## config.mk

```make
export PLATFORM = sky130hd
export DESIGN_NAME = pipe_rc_adder
export DESIGN_NICKNAME = d
export VERILOG_FILES = /design/src/rtl/pipe_rc_adder.sv
export SDC_FILE = /design/constraint.sdc
export NUM_CORES = 1
export LEC_CHECK = 0
export BUFFER_PORTS_ARGS = -buffer_cell sky130_fd_sc_hd__buf_2
export CORE_MARGIN = 3
export CORE_UTILIZATION = 45
export DETAILED_ROUTE_END_ITERATION = 6
export PLACE_DENSITY = 0.78
export SYNTH_ARGS = -nofsm -noshare
export SYNTH_HDL_FRONTEND = slang
export SYNTH_SLANG_ARGS = --single-unit
```

## constraint.sdc

```tcl
create_clock -name clk -period 5.4 [get_ports clk]
set_input_delay 0.81 -clock clk [delete_from_list [all_inputs] [get_ports clk]]
set_output_delay 0.81 -clock clk [all_outputs]
set_load 0.005 [all_outputs]
```

## src/rtl/pipe_rc_adder.sv

```systemverilog
// Pipelined ripple-carry adder: WIDTH bits are split into STAGES ripple segments, one register per segment.
// Optional PIPE_RC_ADDER_OVF_EN adds a registered signed-overflow output (ovf).

module pipe_rc_adder #(
    parameter int WIDTH  = 8,
    parameter int STAGES = 2
) (
    input  logic             clk,
    input  logic             rst_n,
    input  logic             in_valid,
    output logic             in_ready,
    input  logic [WIDTH-1:0] a,
    input  logic [WIDTH-1:0] b,
    input  logic             cin,
    output logic             out_valid,
    input  logic             out_ready,
    output logic [WIDTH-1:0] sum,
    output logic             cout
`ifdef PIPE_RC_ADDER_OVF_EN
    ,
    output logic             ovf
`endif
);
    localparam int CHUNK = WIDTH / STAGES;

    logic            advance;
    logic [STAGES:1] vld_pipe;

    // Whole pipe moves or holds as one; no per-stage skid.
    assign advance   = !out_valid || out_ready;
    assign in_ready  = advance;
    assign out_valid = vld_pipe[STAGES];

    always_ff @(posedge clk or negedge rst_n) begin
        if (!rst_n) begin
            vld_pipe <= '0;
        end else if (advance) begin
            for (int k = STAGES; k > 1; k--) vld_pipe[k] <= vld_pipe[k-1];
            vld_pipe[1] <= in_valid;
        end
    end

    for (genvar k = 0; k < STAGES; k++) begin : stg
        localparam int LO = k * CHUNK;
        localparam int HI = LO + CHUNK;

        // Operand bits from this segment upward; lower bits are already summed.
        logic [WIDTH-1:LO] a_in;
        logic [WIDTH-1:LO] b_in;
        logic              c_in;
        logic [CHUNK-1:0]  s_chunk;
        logic              c_out;
        logic [HI-1:0]     s_nxt;
        logic [HI-1:0]     s_q;
        logic              c_q;

        if (k == 0) begin : g_head
            assign a_in  = a;
            assign b_in  = b;
            assign c_in  = cin;
            assign s_nxt = s_chunk;
        end else begin : g_body
            assign a_in  = stg[k-1].g_op.a_q;
            assign b_in  = stg[k-1].g_op.b_q;
            assign c_in  = stg[k-1].c_q;
            assign s_nxt = {s_chunk, stg[k-1].s_q};
        end

        pipe_rc_chunk #(.N(CHUNK)) u_chunk (
            .a  (a_in[HI-1:LO]),
            .b  (b_in[HI-1:LO]),
            .ci (c_in),
            .s  (s_chunk),
            .co (c_out)
        );

        always_ff @(posedge clk or negedge rst_n) begin
            if (!rst_n) begin
                s_q <= '0;
                c_q <= 1'b0;
            end else if (advance) begin
                s_q <= s_nxt;
                c_q <= c_out;
            end
        end

        if (k < STAGES-1) begin : g_op
            logic [WIDTH-1:HI] a_q;
            logic [WIDTH-1:HI] b_q;

            always_ff @(posedge clk or negedge rst_n) begin
                if (!rst_n) begin
                    a_q <= '0;
                    b_q <= '0;
                end else if (advance) begin
                    a_q <= a_in[WIDTH-1:HI];
                    b_q <= b_in[WIDTH-1:HI];
                end
            end
        end
    end

    assign sum  = stg[STAGES-1].s_q;
    assign cout = stg[STAGES-1].c_q;

`ifdef PIPE_RC_ADDER_OVF_EN
    // Carry into the MSB recovered from its sum bit: c = a ^ b ^ s.
    logic c_msb;

    assign c_msb = stg[STAGES-1].a_in[WIDTH-1] ^ stg[STAGES-1].b_in[WIDTH-1]
                 ^ stg[STAGES-1].s_chunk[CHUNK-1];

    always_ff @(posedge clk or negedge rst_n) begin
        if (!rst_n)       ovf <= 1'b0;
        else if (advance) ovf <= c_msb ^ stg[STAGES-1].c_out;
    end
`endif

endmodule

module pipe_rc_chunk #(
    parameter int N = 4
) (
    input  logic [N-1:0] a,
    input  logic [N-1:0] b,
    input  logic         ci,
    output logic [N-1:0] s,
    output logic         co
);
    logic [N:0] c;

    assign c[0] = ci;

    for (genvar i = 0; i < N; i++) begin : g_bit
        pipe_rc_fa u_fa (
            .x  (a[i]),
            .y  (b[i]),
            .ci (c[i]),
            .s  (s[i]),
            .co (c[i+1])
        );
    end

    assign co = c[N];
endmodule

module pipe_rc_fa (
    input  logic x,
    input  logic y,
    input  logic ci,
    output logic s,
    output logic co
);
    logic s0;
    logic c0;
    logic c1;

    pipe_rc_ha u_ha0 (.x(x),  .y(y),  .s(s0), .c(c0));
    pipe_rc_ha u_ha1 (.x(s0), .y(ci), .s(s),  .c(c1));

    assign co = c0 | c1;
endmodule

module pipe_rc_ha (
    input  logic x,
    input  logic y,
    output logic s,
    output logic c
);
    assign s = x ^ y;
    assign c = x & y;
endmodule

```

# Word level (Yosys, flattened, before mapping)
# Cells that the tools add are included.
[word_totals] reg_bits=24 latchBits=0 ram_bits=0 mem_bits_ro=0 input_bits=21 output_inout_bits=11 wordCells=49 n_memories=0
[classes] addsub=0 n_mul=0 div_mod_pow=0 n_lt_le_gt_ge=0 eq_ne=0 shift=0 n_mux=0 n_bitwise=40 reduce_logical=2
[ops] cell="1-bit bitwise AND" n=16
[ops] cell="1-bit bitwise XOR" n=16
[ops] cell="1-bit OR" n=8
[ops] cell="1-bit logical NOT" n=1
[ops] cell="1-bit logical OR" n=1

# Depth between registers and ports, before layout
[depth] word_depth=9 mapped_depth=8 depth_no_buf=8

# Cells and area by module
# Synthesis repeated with hierarchy kept, for this count alone.
[hier_totals] cells_unflattened=76 area_unflattened_um2=1231.2
[modules_own_cells] mod="pipe_rc_adder" instances=1 cells_each=52 area_each_um2=980.9 seq_area_each_um2=600.6
[modules_own_cells] mod="pipe_rc_ha" instances=16 cells_each=1 area_each_um2=12.5 seq_area_each_um2=0.0
[modules_own_cells] mod="pipe_rc_fa" instances=8 cells_each=1 area_each_um2=6.3 seq_area_each_um2=0.0

# Least setup slack after synthesis
# No wires, ideal clock.
[synth_timing] kind="input -> register" startpoint="in a[0]" endpoint="reg stg[0].s_q[3]" setup_time_ps=77 arrival_ps=2367 required_time_ps=5323 path_slack_ps=2956 path_stages=8 path_buffers=0 cell_sequence="inv_1 fa_1 inv_1 fa_1 fa_1 inv_1 fa_1 a21oi_1"
[synth_between] elab_chain_cells=8 word_cells_on_any_way=9
[synth_rtl] item="from (decl)" line_no="12" source="input logic [WIDTH-1:0] a,"
[synth_rtl] item="1-bit bitwise XOR" line_no="170" source="assign s = x ^ y;"
[synth_rtl] item="1-bit bitwise AND" line_no="171" source="assign c = x & y;"
[synth_rtl] item="1-bit OR *" line_no="161" source="assign co = c0 | c1;"
[synth_rtl] item="1-bit bitwise AND *" line_no="171"
[synth_rtl] item="1-bit OR *" line_no="161"
[synth_rtl] item="1-bit bitwise AND *" line_no="171"
[synth_rtl] item="1-bit OR *" line_no="161"
[synth_rtl] item="1-bit bitwise XOR *" line_no="170"
[synth_rtl] item="to (signal assigned)" line_no="82" source="s_q <= s_nxt;"
[synth_rtl] item="to (decl)" line_no="54" source="logic [HI-1:0] s_q;"
# Mark *: on every way between the ends. The rest lies on a longest branch, timed or not.
# A chain may end at the register's enable or synchronous reset.

# Worst setup path in the final report
[layout_timing] startpoint="in out_ready" endpoint="out in_ready"
[layout_between] elab_chain_cells=1
[layout_rtl] item="from (decl)" line_no="16" source="input logic out_ready,"
[layout_rtl] item="1-bit logical OR" line_no="30" source="assign advance = !out_valid || out_ready;"
[layout_rtl] item="to (decl)" line_no="11" source="output logic in_ready,"
# No other way between the ends.

==> impl_metrics.env <==
export IMPL_chipWidth_um=57.15
export IMPL_syn_area_um2=1177
export IMPL_m1WireLength_um=835
export IMPL_wirelength_mm=1.954
export IMPL_cts_resized=0
export IMPL_layout_commonest_cell="buf_2"
export IMPL_clk_pin_slew_worst_paths_ps=130
export IMPL_power_switching_mw=0.1288
export IMPL_r2r_setup_slack_ps=3090
export IMPL_grt_overflow_total=0
export IMPL_reg2reg_depth=8
export IMPL_start_util_pct=50.32
export IMPL_grt_pass1_vias=771
export IMPL_dieArea_um2=3266
export IMPL_nets=142
export IMPL_avgSynthCellArea_um2=14.90
export IMPL_top_layer="met4"
export IMPL_wl_per_cell_um=13.96
export IMPL_final_area_um2=1369
export IMPL_status="complete, no violations"
export IMPL_cts_sink_count=24
export IMPL_hpwl_mm=1.450
export IMPL_cts_root_buf="clkbuf_4"
export IMPL_antenna_found_initial=0
export IMPL_htree_levels=1
export IMPL_critPathKind="in2out"
export IMPL_fin_setup_tns_ps=0
export IMPL_internal_power_mw=0.3422
export IMPL_pwr_density_cell_nw_per_um2=344.1
export IMPL_relSlewSlack_pct=65.18
export IMPL_fmax_mhz=416.5
export IMPL_seq_power_share_pct=52.1
export IMPL_syn_num_nets=108
export IMPL_hp_class="in2async"
export IMPL_grt_max_degree=26
export IMPL_leakage_nw=0.7049
export IMPL_route_met2_wl_um=977
export IMPL_cts_setup_buffers=0
export IMPL_fp_coreArea_um2=2340
export IMPL_max_slew_worst_pin_slew_ps=522.3
export IMPL_ys_seq_elements=24
export IMPL_finalCriticalPeriod_ps=2401
export IMPL_cts_tree="yes"
export IMPL_globalRouteTotalUtil_pct=13.85
export IMPL_switching_share_pct=27.34
export IMPL_drc=0
export IMPL_fill_cells=194
export IMPL_yosysSeqAreaShare_pct=51.01
export IMPL_cp_arrival_ps=1590
export IMPL_num_rows=17
export IMPL_critPathMaxFanout=25
export IMPL_gp_congestion=0.6914
export IMPL_area_growth_pct=16.26
export IMPL_vias=665
export IMPL_irDropWorstVdd_mv=0.2382
export IMPL_grt_first_pass_wirelength_mm=3.477
export IMPL_hold_viol_final=0
export IMPL_io_pins=32
export IMPL_finalSetupViolations=0
export IMPL_dr_first_iter_drc_count=9
export IMPL_rsz0062_at_grt="no"
export IMPL_comb_power_share_pct=28.5
export IMPL_synth_cell_type_count=11
export IMPL_drtPass1Iterations=2
export IMPL_clockPowerShare_pct=19.4
export IMPL_final_max_slew_viol_count=0
export IMPL_placed_area_um2=1333
export IMPL_dieHeight_um=57.15
export IMPL_clockBufferDepth=2
export IMPL_yosys_warnings=0
export IMPL_end_kind="output pin"
export IMPL_routed_via_density=4.750
export IMPL_io_buffer_count=31
export IMPL_required_ps=4590
export IMPL_drive_gt1_share_pct=47.32
export IMPL_hold_buffers=0
export IMPL_final_antenna_net_count=0
export IMPL_wl_met3_um=96
export IMPL_clock_latency_ps=310
export IMPL_holdWs_ps=458.0
export IMPL_cts_inserted_buffers=3
export IMPL_skew_ps=11.07
export IMPL_final_cell_mix="buf_2 (31), dfrtp_1 (24), inv_1 (14)"
export IMPL_startpoint_type="input pin"
export IMPL_synthCells=79
export IMPL_fin_crit_sh_pct=44.46
export IMPL_maxCapViolCount=0
export IMPL_diodes=0
cells in the mapped netlist (all sizes together):
library cell   n  share of area [%]
inv           14                4.5
mux2          17                 20
buf            3                3.6
mux2i          1               0.85
fa             8                 14
a21oi          5                2.1
dfrtp         24                 51
nor3b          5                3.2
nand2b         2                1.1
logic make-up (layout without fill, tap and decap cells):
kind of cell	after synthesis	after routing	synth area share, %
adders and majority gates	8	8	13.60
DFF	24	24	51.01
and+or+nand+nor	7	7	4.251
AOI/OAI and AO/OA	5	5	2.125
muxes	18	18	20.93
buffers and inverters	17	50	8.076
state kept, by name, indices dropped and copies added, names as in the netlist:
register,count
sum,8
stg.g_op.a_q,4
stg.g_op.b_q,4
stg.s_q,4
vld_pipe,2
cout,1
stg.c_q,1
path summary, 6_finish.rpt:
check / endpoint / start
max in group asynchronous: stg[0].s_q[3] / rst_n
max: in_ready / out_ready
min in group clk: vld_pipe[2] / vld_pipe[1]
max reg2reg: sum[7] / stg[0].c_q
min reg2reg: vld_pipe[2] / vld_pipe[1]
min: stg[0].g_op.a_q[6] / rst_n
metrics by stage:
step	setup slack (ps)	power, mW	utilization [%]	instances
5_1_grt	2916	0.5066	58.50	140
3_5_place_dp	2759	0.3867	56.95	136
3_3_place_gp	2821	0.3782	56.95	136
6_report	2999	0.4710	58.50	140
4_1_cts	2999	0.4806	58.50	140
2_1_floorplan	2956	0.3345	-	79
power by group through the flow:
stage | logic [mW] | registers, mW | clock network [mW]
2_1_floorplan | 0.0861 | 0.248 | 0
5_1_grt | 0.152 | 0.252 | 0.102
4_1_cts | 0.137 | 0.247 | 0.0966
3_3_place_gp | 0.131 | 0.248 | 0
6_report | 0.134 | 0.246 | 0.0914
3_5_place_dp | 0.136 | 0.250 | 0
area by class of cell:
class / count / area (µm²) / area share (%)
inverters: 14 / 52.55 / 3.839
clock buffers: 4 / 36.28 / 2.651
flip-flops and latches: 24 / 600.6 / 43.88
multi-input cells: 38 / 481.7 / 35.19
well taps: 28 / 35.03 / 2.559
repair buffers: 32 / 162.7 / 11.88
layer usage:
metal  track usage (%)  vias to the layer above
li1                  -                      315
met1             17.62                      322
met2             22.02                       22
met3             2.941                        6
met4             7.616                        0
met5                 0                        -
critical path, stage by stage:
cell and delay (ps):
buf_2 140, nand2b_1 110, buf_4 330, buf_2 190
No activity file was read; power rests on OpenSTA's default activity.
